**src/rtl/counter_sequencer.sv**
```systemverilog
// counter_sequencer: expands host commands into per-cycle strobes for the counter/shift datapath.
// Build option SEQ_ROTATE_EN: shift ops rotate the datapath value instead of serialising CmdData.
module counter_sequencer #(
  parameter int unsigned DATA_W = 16,
  parameter int unsigned CNT_W  = 5
) (
  input  logic              Clock,
  input  logic              DoReset,
  input  logic              CmdValid,
  output logic              CmdReady,
  input  logic [2:0]        CmdOp,
  input  logic [DATA_W-1:0] CmdData,
  input  logic [CNT_W-1:0]  CmdCount,
  output logic              Done,
  output logic              Error,
  input  logic [DATA_W-1:0] DpCounterOut,
  output logic              DpReset,
  output logic              DpLoad,
  output logic              DpIncrement,
  output logic              DpDecrement,
  output logic              DpShiftL2R,
  output logic              DpShiftR2L,
  output logic [DATA_W-1:0] DpInData,
  output logic              DpInMSB,
  output logic              DpInLSB
);

  typedef enum logic [1:0] {S_IDLE, S_EXEC, S_DONE} state_t;
  typedef enum logic [2:0] {
    OP_NOP, OP_CLEAR, OP_LOAD, OP_INC, OP_DEC, OP_SHL2R, OP_SHR2L, OP_RSVD
  } op_t;

  state_t              state_q, state_d;
  op_t                 op_q, op_d;
  logic [DATA_W-1:0]   data_q, data_d;
  logic [CNT_W-1:0]    count_q, count_d;
  logic [CNT_W-1:0]    index_q, index_d;
  logic                shl_bit, shr_bit;

  // Next-state: latch the command on acceptance, step the repeat index in EXEC.
  always_comb begin
    state_d = state_q;
    op_d    = op_q;
    data_d  = data_q;
    count_d = count_q;
    index_d = index_q;
    case (state_q)
      S_IDLE: begin
        if (CmdValid) begin
          op_d    = op_t'(CmdOp);
          data_d  = CmdData;
          count_d = CmdCount;
          index_d = '0;
          case (op_t'(CmdOp))
            OP_CLEAR, OP_LOAD:                   state_d = S_EXEC;
            OP_INC, OP_DEC, OP_SHL2R, OP_SHR2L:  state_d = (CmdCount != '0) ? S_EXEC : S_DONE;
            default:                             state_d = S_DONE;
          endcase
        end
      end
      S_EXEC: begin
        if (op_q == OP_CLEAR || op_q == OP_LOAD || index_q == count_q - CNT_W'(1)) begin
          state_d = S_DONE;
        end else begin
          index_d = index_q + CNT_W'(1);
        end
      end
      S_DONE:  state_d = S_IDLE;
      default: state_d = S_IDLE;
    endcase
  end

  always_ff @(posedge Clock) begin
    if (DoReset) begin
      state_q <= S_IDLE;
      op_q    <= OP_NOP;
      data_q  <= '0;
      count_q <= '0;
      index_q <= '0;
    end else begin
      state_q <= state_d;
      op_q    <= op_d;
      data_q  <= data_d;
      count_q <= count_d;
      index_q <= index_d;
    end
  end

`ifdef SEQ_ROTATE_EN
  assign shl_bit = DpCounterOut[0];
  assign shr_bit = DpCounterOut[DATA_W-1];
`else
  localparam int unsigned IDX_W = (DATA_W > 1) ? $clog2(DATA_W) : 1;
  logic [IDX_W-1:0] bit_idx;
  logic [IDX_W-1:0] rev_idx;
  logic             unused_fb;

  // Serial source bit wraps modulo DATA_W for repeat counts beyond one word.
  assign bit_idx   = IDX_W'(32'(index_q) % DATA_W);
  assign rev_idx   = IDX_W'(DATA_W - 1) - bit_idx;
  assign shl_bit   = data_q[bit_idx];
  assign shr_bit   = data_q[rev_idx];
  assign unused_fb = ^DpCounterOut;
`endif

  // Output decode from registered state; strobes only in EXEC, one per cycle.
  always_comb begin
    CmdReady    = 1'b0;
    Done        = 1'b0;
    Error       = 1'b0;
    DpReset     = 1'b0;
    DpLoad      = 1'b0;
    DpIncrement = 1'b0;
    DpDecrement = 1'b0;
    DpShiftL2R  = 1'b0;
    DpShiftR2L  = 1'b0;
    DpInMSB     = 1'b0;
    DpInLSB     = 1'b0;
    DpInData    = data_q;
    case (state_q)
      S_IDLE: CmdReady = 1'b1;
      S_DONE: begin
        Done  = 1'b1;
        Error = (op_q == OP_RSVD);
      end
      S_EXEC: begin
        case (op_q)
          OP_CLEAR: DpReset     = 1'b1;
          OP_LOAD:  DpLoad      = 1'b1;
          OP_INC:   DpIncrement = 1'b1;
          OP_DEC:   DpDecrement = 1'b1;
          OP_SHL2R: begin
            DpShiftL2R = 1'b1;
            DpInMSB    = shl_bit;
          end
          OP_SHR2L: begin
            DpShiftR2L = 1'b1;
            DpInLSB    = shr_bit;
          end
          default: ;
        endcase
      end
      default: ;
    endcase
  end

endmodule

```
**config.mk**
```make
export PLATFORM = sky130hd
export DESIGN_NAME = counter_sequencer
export DESIGN_NICKNAME = d
export VERILOG_FILES = /design/src/rtl/counter_sequencer.sv
export SDC_FILE = /design/constraint.sdc
export NUM_CORES = 1
export LEC_CHECK = 0
export CAP_MARGIN = 20
export CORE_MARGIN = 5
export CORE_UTILIZATION = 25
export CTS_BUF_LIST = sky130_fd_sc_hd__clkbuf_2 sky130_fd_sc_hd__clkbuf_4 sky130_fd_sc_hd__clkbuf_8
export CTS_CLUSTER_SIZE = 12
export DETAILED_ROUTE_END_ITERATION = 10
export GPL_TIMING_DRIVEN = 0
export PLACE_DENSITY_LB_ADDON = 0.25
export SLEW_MARGIN = 0
export SYNTH_ARGS = -nofsm -noshare
export SYNTH_HDL_FRONTEND = slang
export SYNTH_SLANG_ARGS = --single-unit
```
**constraint.sdc**
```tcl
create_clock -name Clock -period 5.6 [get_ports Clock]
set_clock_uncertainty 0.15 [all_clocks]
set_input_delay 0.56 -clock Clock [delete_from_list [all_inputs] [get_ports Clock]]
set_output_delay 0.56 -clock Clock [all_outputs]
set_load 0.01 [all_outputs]
```
* Word-level counts from Yosys, hierarchy flattened *
Index checks and enable logic that the tools add are counted.
Widths: inputs -> output; s select.

operators by class
  $add $sub $neg = 3
  order comparisons = 2
  eq/ne operators = 19
  multiplexer cells = 31
  reductions and logical operators = 10

operators by type and width
  cell                 count
  $eq 3x3->1 const B   7
  $mux 1               21
  $eq 3x2->1 const B   4
  $lt 4x5->1 const B   2
  $mux 5               2
  $pmux 5 s2           1
  $bmux 1 s4           2
  $pmux 2 s2           2
  $eq 3x1->1 const B   2
  $mux 2               3
  $ne 2x2->1 const B   3
  $add 5x1->5 const B  1
  $eq 5x5->1           1
  $reduce_bool 5->1    1
  $sub 5x1->5 const B  1
  $reduce_and 2->1     2
  $reduce_or 4->1      1
  $sub 4x4->4 const A  1
  $reduce_and 3->1     1
  $eq 2x1->1 const B   1
  $eq 2x2->1 const B   1
  $logic_not 2->1      1
  $logic_or 1x1->1     2
  $reduce_bool 2->1    1
  $reduce_or 2->1      1

word-level totals
  register bits = 31
  bits of input ports = 43
  output and inout bits = 27
  logic and storage cells = 70

* Depth between registers and ports, before layout *
  depth in word-level cells = 5
  depth in mapped cells = 7
  mapped depth without buffers = 7

* Least setup slack after synthesis *
No wires, ideal clock.

  path kind = reg2out
  start = register index_q[0]
  end = output port DpInLSB
  arrival time = 1.681 ns
  required time = 4.890 ns
  path slack = 3.209 ns
  stages on the path, launching flop included = 6
  cell sequence = dfxtp_1 buf_4 mux4_2 nor2b_1 a211oi_1 a2111oi_0

on the way
  cells in the longest elaborated chain, start to end = 5

RTL lines
  element                       RTL line  RTL
  from (decl)                   37        logic [CNT_W-1:0] index_q, index_d;
  from (signal assigned)        85        index_q <= index_d;
  $sub 4x4->4                   100       assign rev_idx = IDX_W'(DATA_W - 1) - bit_idx;
  $bmux 1 s4                    102       assign shr_bit = data_q[rev_idx];
  $mux 1 (not written as such)  102
  $mux 1                        127       case (op_q)
  $mux 1                        120       case (state_q)
  to (decl)                     25        output logic DpInLSB

Every way passes these cells. The select of a mux whose other input is x is not followed.

* Worst setup path in the final report *
Ends and elaborated chain as after synthesis.

==> reports/results.ini <==
[detailed_routing]
met2_length_mm = 2.337
post_drt_wl_per_cell_um = 14.28
drtPass1Iterations = 4
via_count = 1632
m1WireLength_mm = 2.175
dr.max_layer_used = met4
viasPerCell = 4.843
wl_met3_um = 252
drt_iter0_markers = 64
drt-total-wl_mm = 4.814
ant_nets = 0
drc = 0

[critical_path]
slowest_stage = clkdlybuf4s50_1
crit_required_ns = 4.89
worstPathArrival_ns = 2.61
max_stage_delay_ns = 0.66
cp_cell_sequence = buf_4, mux4_2, nor2b_1, a211oi_1, a2111oi_0, clkdlybuf4s50_1
crit_family = buffers and inverters
r2r_slack_ns = 3.25
crit_path_end_kind = output pin
critPathMaxFanout = 10
start_kind = flip-flop
crit_type = reg -> out
path_buf_inv = 2

[logic_synthesis]
yosys_warnings = 0
syn_area_um2 = 1657
ys_top_cells_by_count = 58 x nand2_1, 31 x dfxtp_1, 26 x a21oi_1, 8 x clkbuf_1, 8 x mux4_2
synthDistinctLibCells = 37
syn_area_per_cell_um2 = 8.283
synth_most_common_cell = nand2_1
syn_inst = 200
ys_ff_latch = 31
synth.largest_area_cell = dfxtp_1
synth_top_area_share_pct = 37.46
seq_area_frac_synth_pct = 37.46
async_reset_ff_share_pct = 0
synth_area_leaders = dfxtp_1 37%, nand2_1 13%, mux4_2 11%
syn-num-nets = 245
ys.flop_type = dfxtp_1
synth_edf_count = 0

[clocking]
cts_setup_buffers = 0
htree_levels = 2
cts_resized = 0
clockBufferDepth = 2
cts_buffers = 5
cts_tree = yes
cts.sinks = 31
clock_latency_ns = 0.28
clockRootBuffer = clkbuf_8
cts_hold_buf = 0
clk_pin_slew_ns = 0.07

[final_layout]
drive_above_1_share_pct = 9.615
diodes = 0
layout.nets = 304
nFillCells = 713
final_util_pct = 36.91
area_delta_synth_final_pct = 42.30

[floorplanning]
ios = 70
start_util_pct = 25.94
core_um2 = 6386
die_area_um2 = 8354
die_w_um = 91.40
die_h_um = 91.40
rows = 29

[global_route]
grt_max_degree = 11
antenna_found_initial = 0
grt_usage_pct = 12.03
first_global_vias = 1655
gr-total-overflow = 0
grt_pass1_wl_mm = 8.162

[timing]
drv_slew = 0
rsz0062_at_grt = false
fin_setup_tns_ns = 0
slew_headroom_pct = 60.59
finalHoldViolCount = 0
tightest_slew_ns = 0.5762
fin_crit_sh_pct = 59.29
fmax_mhz = 301.2
setup_violations = 0
timing.hold.ws_ns = 0.3253
fin_ws_ns = 2.280
fin_crit_ns = 3.320

[placement]
place_congestion = 0.7626
port_buffers = 52
dp_hpwl_mm = 3.739
dp_slack_ns = 2.527

[power_and_ir_drop]
power_frac_seq_pct = 45.2
powerDensity_nw_per_um2 = 237.8
pwr-share-comb_pct = 24.2
peakVddDrop_mv = 0.1357
swShare_pct = 30.10
p_sw_mw = 0.1687
p_leak_nw = 0.8068
p_int_mw = 0.3919
clkPwrFrac_pct = 30.6

[status]
status = finished, final reports clean

[flow_run]
cap_violations = 0

[hold_path]
hold_class = reg -> reg

==> power groups by stage <==
| stage | combinational [mW] | clock [mW] | sequential (mW) |
|---|---|---|---|
| 2_1_floorplan | 0.0718 | 0 | 0.258 |
| 3_3_place_gp | 0.135 | 0 | 0.259 |
| 3_5_place_dp | 0.137 | 0 | 0.258 |
| 4_1_cts | 0.138 | 0.177 | 0.254 |
| 5_1_grt | 0.151 | 0.187 | 0.257 |
| 6_report | 0.136 | 0.172 | 0.253 |
==> layer usage <==
layer  vias up  global-route usage [%]
met2        33                   19.33
met4         0                   4.401
met1       776                   15.34
met3         4                   3.306
li1        819                       -
met5         -                       0
==> through the flow <==
stage	area, um^2	std cells	power (mW)
6_report	2357	337	0.5606
2_1_floorplan	1657	200	0.3302
3_5_place_dp	2273	329	0.3954
5_1_grt	2357	337	0.5950
4_1_cts	2357	337	0.5684
3_3_place_gp	2273	329	0.3941
==> cells by family (layout without fill, tap and decap cells) <==
group	Yosys count	in the layout	synth area share, %
AND/OR/NAND/NOR	93	93	25.91
AO/OA/AOI/OAI	42	42	15.33
flip-flops	31	31	37.46
buffers and inverters	15	75	3.852
multiplexers	12	12	13.29
XOR/XNOR	5	5	2.644
adder cells (fa/ha/maj)	2	2	1.510
==> cell usage in the layout, fill, tap and decap left out, types with 2 or more instances in the layout <==
master           count
a21oi_1             26
xor2_1               2
inv_1                3
clkbuf_8             5
ha_1                 2
dfxtp_1             31
nor4_1               2
or3_1                2
nor2_1               6
a21boi_1             2
clkdlybuf4s50_1     52
buf_2                3
clkbuf_1             8
nand2b_1             3
mux2i_1              4
clkinv_2             3
xnor2_1              3
nand3_1              2
a211oi_1             2
nand2_1             58
nor3_1               6
o31ai_1              2
mux4_2               8
or4_1                2
a2111oi_0            2
o21ai_0              2
nor2b_1              6
==> worst paths after layout <==
check / start / end / cells past startpoint
worst min register to register: count_q[1] / count_q[1] / 2
worst max register to register: count_q[0] / state_q[0] / 7
worst max-delay path: index_q[0] / DpInLSB / 6
worst min-delay path: count_q[1] / count_q[1] / 2
==> state kept, by name, summed over array words and instances, names as in the netlist <==
name      cells
DpInData     16
count_q       5
index_q       5
op_q          3
state_q       2
==> final cells by class <==
class | count | area, um^2 | area share [%]
Inverter | 3 | 11.26 | 0.4777
Buffer | 12 | 52.55 | 2.229
Tap cell | 77 | 96.34 | 4.087
Clock inverter | 3 | 15.01 | 0.6369
Timing Repair Buffer | 52 | 520.5 | 22.08
Sequential cell | 31 | 620.6 | 26.33
Clock buffer | 5 | 68.82 | 2.919
Multi-Input combinational cell | 154 | 972.2 | 41.24
==> tightest hold or removal path, cell delays in order (launching register included) <==
cell and delay, ns:
dfxtp_1 0.32, nand2_1 0.06, a21oi_1 0.05
Power figures use the tool's default switching activity.
